## src/rtl/pointer_ctl.sv

```systemverilog
// IP/DP pointer-pair sequencer: one command at a time over valid/ready,
// every control line driven straight from a flop.
module pointer_ctl #(
  parameter int LEN_W  = 2,
  parameter int SETTLE = 1
) (
  input  logic             clk,
  input  logic             n_rst,
  input  logic             cmd_valid,
  output logic             cmd_ready,
  input  logic [2:0]       cmd_op,
  input  logic [LEN_W-1:0] cmd_len,
  output logic             addr_dp,
  output logic             n_oe_dl,
  output logic             n_oe_dh,
  output logic             cnt,
  output logic             n_we_l,
  output logic             n_we_h,
  output logic             selector,
  output logic             busy,
  output logic             done
);

  localparam int SW = (SETTLE > 0) ? $clog2(SETTLE + 1) : 1;

  typedef enum logic [3:0] {
    IDLE, NOPS, FETCH, WL, WH, RL, RH, DMEM, SWAP, SETT
  } state_t;

  state_t           state, nxt;
  logic [LEN_W-1:0] rep, rep_n;
  logic [SW-1:0]    sc, sc_n;
  logic             jmp, jmp_n;
  logic             done_n;

  // done doubles as "final cycle", so accept happens in IDLE or on done
  always_comb begin
    nxt   = state;
    rep_n = rep;
    sc_n  = sc;
    jmp_n = jmp;
    if (state == IDLE || done) begin
      nxt = IDLE;
      if (cmd_valid) begin
        rep_n = cmd_len;
        jmp_n = (cmd_op == 3'd6);
        unique case (cmd_op)
          3'd1:       nxt = FETCH;
          3'd2, 3'd6: nxt = WL;
          3'd3:       nxt = RL;
          3'd4:       nxt = DMEM;
          3'd5:       nxt = SWAP;
          default:    nxt = NOPS;
        endcase
      end
    end else begin
      unique case (state)
        FETCH, DMEM: rep_n = rep - 1'b1;
        WL:          nxt = WH;
        WH:          nxt = SWAP;
        RL:          nxt = RH;
        SWAP: begin
          nxt  = SETT;
          sc_n = SW'(SETTLE - 1);
        end
        SETT:        sc_n = sc - 1'b1;
        default:     nxt = IDLE;
      endcase
    end
  end

  always_comb begin
    done_n = 1'b0;
    unique case (nxt)
      NOPS, RH:    done_n = 1'b1;
      FETCH, DMEM: done_n = (rep_n == '0);
      WH:          done_n = !jmp_n;
      SWAP:        done_n = (SETTLE == 0);
      SETT:        done_n = (sc_n == '0);
      default:     done_n = 1'b0;
    endcase
  end

  always_ff @(posedge clk or negedge n_rst) begin
    if (!n_rst) begin
      state     <= IDLE;
      rep       <= '0;
      sc        <= '0;
      jmp       <= 1'b0;
      selector  <= 1'b0;
      addr_dp   <= 1'b0;
      cnt       <= 1'b0;
      n_oe_dl   <= 1'b1;
      n_oe_dh   <= 1'b1;
      n_we_l    <= 1'b1;
      n_we_h    <= 1'b1;
      busy      <= 1'b0;
      done      <= 1'b0;
      cmd_ready <= 1'b1;
    end else begin
      state     <= nxt;
      rep       <= rep_n;
      sc        <= sc_n;
      jmp       <= jmp_n;
      selector  <= selector ^ (state == SWAP);
      addr_dp   <= (nxt == DMEM);
      cnt       <= (nxt == FETCH);
      n_oe_dl   <= (nxt != RL);
      n_oe_dh   <= (nxt != RH);
      n_we_l    <= (nxt != WL);
      n_we_h    <= (nxt != WH);
      busy      <= (nxt != IDLE);
      done      <= done_n;
      cmd_ready <= (nxt == IDLE) || done_n;
    end
  end

endmodule

```

## config.mk

```make
export PLATFORM = sky130hd
export DESIGN_NAME = pointer_ctl
export DESIGN_NICKNAME = d
export VERILOG_FILES = /design/src/rtl/pointer_ctl.sv
export SDC_FILE = /design/constraint.sdc
export NUM_CORES = 1
export LEC_CHECK = 0
export BUFFER_PORTS_ARGS = -buffer_cell sky130_fd_sc_hd__buf_2
export CAP_MARGIN = 10
export CORE_UTILIZATION = 57
export CTS_CLUSTER_DIAMETER = 60
export DETAILED_ROUTE_END_ITERATION = 12
export PLACE_DENSITY = 0.89
export SETUP_SLACK_MARGIN = 0.3
export SYNTH_ARGS = -nofsm -noshare
export SYNTH_HDL_FRONTEND = slang
export SYNTH_SLANG_ARGS = --single-unit
```

## constraint.sdc

```tcl
create_clock -name clk -period 3.19 [get_ports clk]
set_input_delay 0.1595 -clock clk [delete_from_list [all_inputs] [get_ports clk]]
set_output_delay 0.1595 -clock clk [all_outputs]
set_load 0.02 [all_outputs]
```

Yosys cells after proc, flatten, opt, wreduce, memory -nomap -nowiden:

Index checks and enable logic that the tools add are counted.

* register bits after elaboration: 18
* latch bits: 0
* bits in writable memories: 0
* ROM bits: 0
* input bits: 8
* output and inout port bits: 10
* logic and storage cells: 65
* memories: 0

* add/sub/neg operators: 2
* multipliers: 0
* div/mod/pow operators: 0
* order comparisons: 0
* eq/ne operators: 23
* shift-type cells: 0
* mux-type cells: 12
* bitwise logic cells: 2
* reductions and logical operators: 12

Operator list (count)
* $pmux 4 s5: 2
* $eq 4x3->1 const B: 6
* $eq 4x2->1 const B: 3
* $eq 4x4->1 const B: 3
* $ne 4x3->1 const B: 3
* $eq 3x3->1 const B: 3
* $logic_not 4->1: 2
* $mux 4: 2
* $reduce_or 2->1: 4
* $eq 3x2->1 const B: 2
* $mux 2: 3
* $eq 4x1->1 const B: 1
* $ne 4x2->1 const B: 1
* $pmux 1 s4: 1
* $reduce_bool 4->1: 1
* $eq 3x1->1 const B: 1
* $mux 1: 3
* $reduce_or 3->1: 1
* $logic_not 2->1: 1
* $logic_or 1x1->1: 2
* $pmux 1 s2: 1
* $sub 2x1->2 const B: 1
* $logic_not 1->1: 1
* $not 1->1: 1
* other kinds (2): 2

Logic depth before layout (Yosys ltp):

* word-level depth: 9
* depth in mapped cells: 6
* gate-level depth less buffers: 5

Least setup slack after synthesis:

OpenSTA, ideal clock, no wires.

* path kind: register to register
* start point: reg state[1]
* end point: reg done
* library setup time: 133 ps
* arrival: 1781 ps
* required time: 3057 ps
* slack: 1276 ps
* stages on the path, launching flop included: 7
* path buffers: 1
* clock period less this slack: 1914 ps
* cell sequence: dfrtp_1 buf_6 or4_4 a211oi_2 a211oi_1 a32oi_1 o21ai_1

* cells in the longest elaborated chain, start to end: 7
* elaborated cells on any way between the ends: 30
* classes of those cells: 13 x eq/ne; 8 x mux; 1 x bitwise; 8 x reduce/logical

Ends and longest elaborated chain
* start, declared: line 30 `state_t state, nxt;`
* start signal, assigned: line 101 `state <= nxt;`
* $eq 4x4->1 (tied with other cells): line 57 `unique case (state)`
* $reduce_or 3->1 (no line)
* $pmux 4 s5: line 57
* $mux 4: line 42 `if (state == IDLE || done) begin`
* $eq 4x3->1 (tied with other cells): line 74 `unique case (nxt)`
* $reduce_or 2->1: line 74
* $pmux 1 s4 *: line 74
* named net done_n: line 34 `logic done_n;`
* end signal, assigned: line 113 `done <= done_n;`
* end, declared: line 21 `output logic done`

The timed path passes the listed nets; every way through them passes the cells marked *.

Worst setup path after layout:

Ends and elaborated chain as after synthesis.

==> impl_metrics.yaml <==
outcome:
  status: "finished with violations"
  violations: "DRC"
global_routing:
  antenna_found_initial: 0
  grt_pass1_vias: 786
  grt_pass1_wl_um: 3490
  grt_overflow: 0
  grt_max_degree: 19
  grt_util_all_layers_pct: 25.7
floorplan:
  num_rows: 14
  dieHeight_um: 43.3
  core-area_um2: 1560
  io_pins: 18
  die_area_um2: 1880
  start_util_pct: 62.4
  die_x_um: 43.3
setup_path:
  crit_buf_inv: 0
  reg2reg_depth: 5
  worstPathArrival_ns: 2.30
  reg2reg_from: "state[1]"
  crit_chain: "or4_4 -> a211oi_2 -> a211oi_1 -> a32oi_1 -> o21ai_1"
  cp-end-kind: "flop"
  required_ns: 3.38
  slowest_delay_ns: 0.60
  rrSetupSlack_ns: 1.07
  cpMaxStageDelayCell: "or4_4"
  critPathLaunchType: "flop"
  criticalPathCategory: "flop to flop"
  reg2reg_to: "done"
  crit_family: "compound AO/OA/AOI/OAI gates"
  crit_fanout: 10
synth:
  synthTopCellsByCount: "13 x dfrtp_1, 6 x inv_1, 6 x nand2_1, 5 x dfstp_2, 5 x nor2_1"
  syn_nets: 98
  ys_seq_area_share_pct: 46.9
  synth_cells: 90
  synth.area.top_cells: "dfrtp_1 33%, dfstp_2 13%, inv_1 2.3%"
  synthFlopType: "dfrtp_1"
  syn_area_um2: 973
  yosysTopAreaCell: "dfrtp_1"
  yosysTopAreaCellShare_pct: 33.4
  synth-async-reset-ratio_pct: 100
  synth_edf_count: 0
  synth.avg_cell_area_um2: 10.8
  synth_most_common_cell: "dfrtp_1"
  synth_cell_types: 50
  ys_warn_count: 0
  ys_seq_elements: 18
sta:
  layout_min_cycle_time_ns: 2.12
  fmax_mhz: 473
  fin_ws_ns: 1.07
  clock-skew-final_ns: 0.00177
  slew_headroom_pct: 63.0
  slew_viol_final: 0
  timing.final.crit_share_pct: 66.3
  tightest_slew_ns: 0.555
  rsz0062_at_grt: "no"
  setup_viol: 0
  final-hold-violation-count: 0
  setup_tns_ns: 0
cts:
  cts.clk_slew.worst_paths_ns: 0.11
  post_cts_buffers: 0
  clk_path_buf_depth: 2
  cts_made_buffers: 3
  hold_buffers: 1
  cts_sinks: 18
  cts_root_buffer: "clkbuf_4"
  clkLatencyLatePin_ns: 0.30
  post_cts_resized: 0
  cts_tree: "built"
  h-tree-depth: 1
route:
  drc: 5
  routedWlPerCell_um: 16.1
  vias: 801
  ant_nets: 0
  initialDrtViolationCount: 26
  drt_pass1_iterations: 8
  wirelength_um: 2000
  viasPerCell: 6.46
place:
  placed_area_um2: 1050
  portBuffers: 17
  dp_hpwl_um: 1450
  gp_congestion: 0.808
  dp_slack_ns: 1.13
  dpl.cell_count: 119
finish:
  nets: 117
  area_growth_pct: 12.3
  post-route-cell-area_um2: 1090
  fin_cells: 124
  n_antenna_cell: 0
  drive_gt1_share_pct: 35.2
hold_path:
  min_path_cells: 2
  hp-class: "input port to flop"
  holdPathEnd: "jmp"
  hp-start: "cmd_op[0]"
job:
  max_cap_viol_count: 0
power_and_ir_drop:
  total_power_mw: 1.04
  peakVddDrop_v: 0.000634
  leakagePower_nw: 0.490
  powerDensity_nw_per_um2: 951
-- where the power goes --
group          switching [mW]  total [mW]  internal (mW)
sequential             0.0848       0.408          0.323
clock                  0.0759       0.146         0.0697
combinational           0.289       0.486          0.197
total                   0.450        1.04          0.590
-- final cells by class --
type	instances	area (µm²)
repair buffers	18	95.1
fillers	99	465
inverters	8	30.0
flip-flops and latches	18	457
clock buffers	4	36.3
multi-input cells	60	455
well taps	16	20.0
-- worst max-delay path by stage --
stage,startpoint,endpoint,slack (ns),depth (start not counted)
after global routing,state[0],done,0.95,5
after global placement,state[1],done,1.17,5
after floorplan,state[1],done,1.28,6
after detailed placement,state[0],done,1.13,5
final,state[1],done,1.07,5
after CTS,state[1],done,1.10,5
-- cells by family (layout without fill, tap and decap cells) --
| group | count (synthesis) | after routing | share of synthesized area (%) |
|---|---|---|---|
| simple gates | 33 | 33 | 21.5 |
| mux | 1 | 1 | 1.16 |
| compound gates | 23 | 23 | 21.5 |
| flops | 18 | 18 | 46.9 |
| buf+inv | 12 | 30 | 6.30 |
| xor+xnor | 3 | 3 | 2.70 |
-- state kept, by name, indices dropped and copies added (netlist names) --
signal and cells:
rep 2, n_oe_dl 1, n_we_h 1, sc 1, jmp 1, state 4
selector 1, busy 1, n_we_l 1, cnt 1, n_oe_dh 1, addr_dp 1
done 1, cmd_ready 1
-- placed cells by master (no fill, tap or decap), types with 2 or more instances in the layout --
| cell | synthesis | layout |
|---|---|---|
| o21ai_0 | 2 | 2 |
| nor3b_1 | 2 | 2 |
| o21ai_1 | 2 | 2 |
| nand4_1 | 2 | 2 |
| dfrtp_1 | 13 | 13 |
| nand3_1 | 2 | 2 |
| buf_2 | 0 | 17 |
| a211o_1 | 2 | 2 |
| xnor2_1 | 2 | 2 |
| a211oi_1 | 2 | 2 |
| inv_1 | 6 | 6 |
| nand2_1 | 6 | 6 |
| nor2_1 | 5 | 5 |
| a32oi_1 | 2 | 2 |
| dfstp_2 | 5 | 5 |
| clkbuf_4 | 0 | 3 |
-- per-stage QoR --
stage | hold WS [ns] | utilization (%)
floorplan | -0.136 | -
global placement | 0.100 | 67.2
detailed placement | 0.107 | 67.2
CTS | 0.0936 | 70.1
global route | 0.106 | 70.1
finish | 0.0954 | 70.1
-- layer usage --
metal,wire length (µm),track usage [%],vias to the layer above,share of wire [%]
li1,-,-,371,-
met1,887,32.3,404,44
met2,1010,43.9,20,50
met3,73,5.11,6,3.7
met4,31,9.38,0,1.6
met5,0,0,-,0
Note: power is estimated with default switching activity, not from simulation.
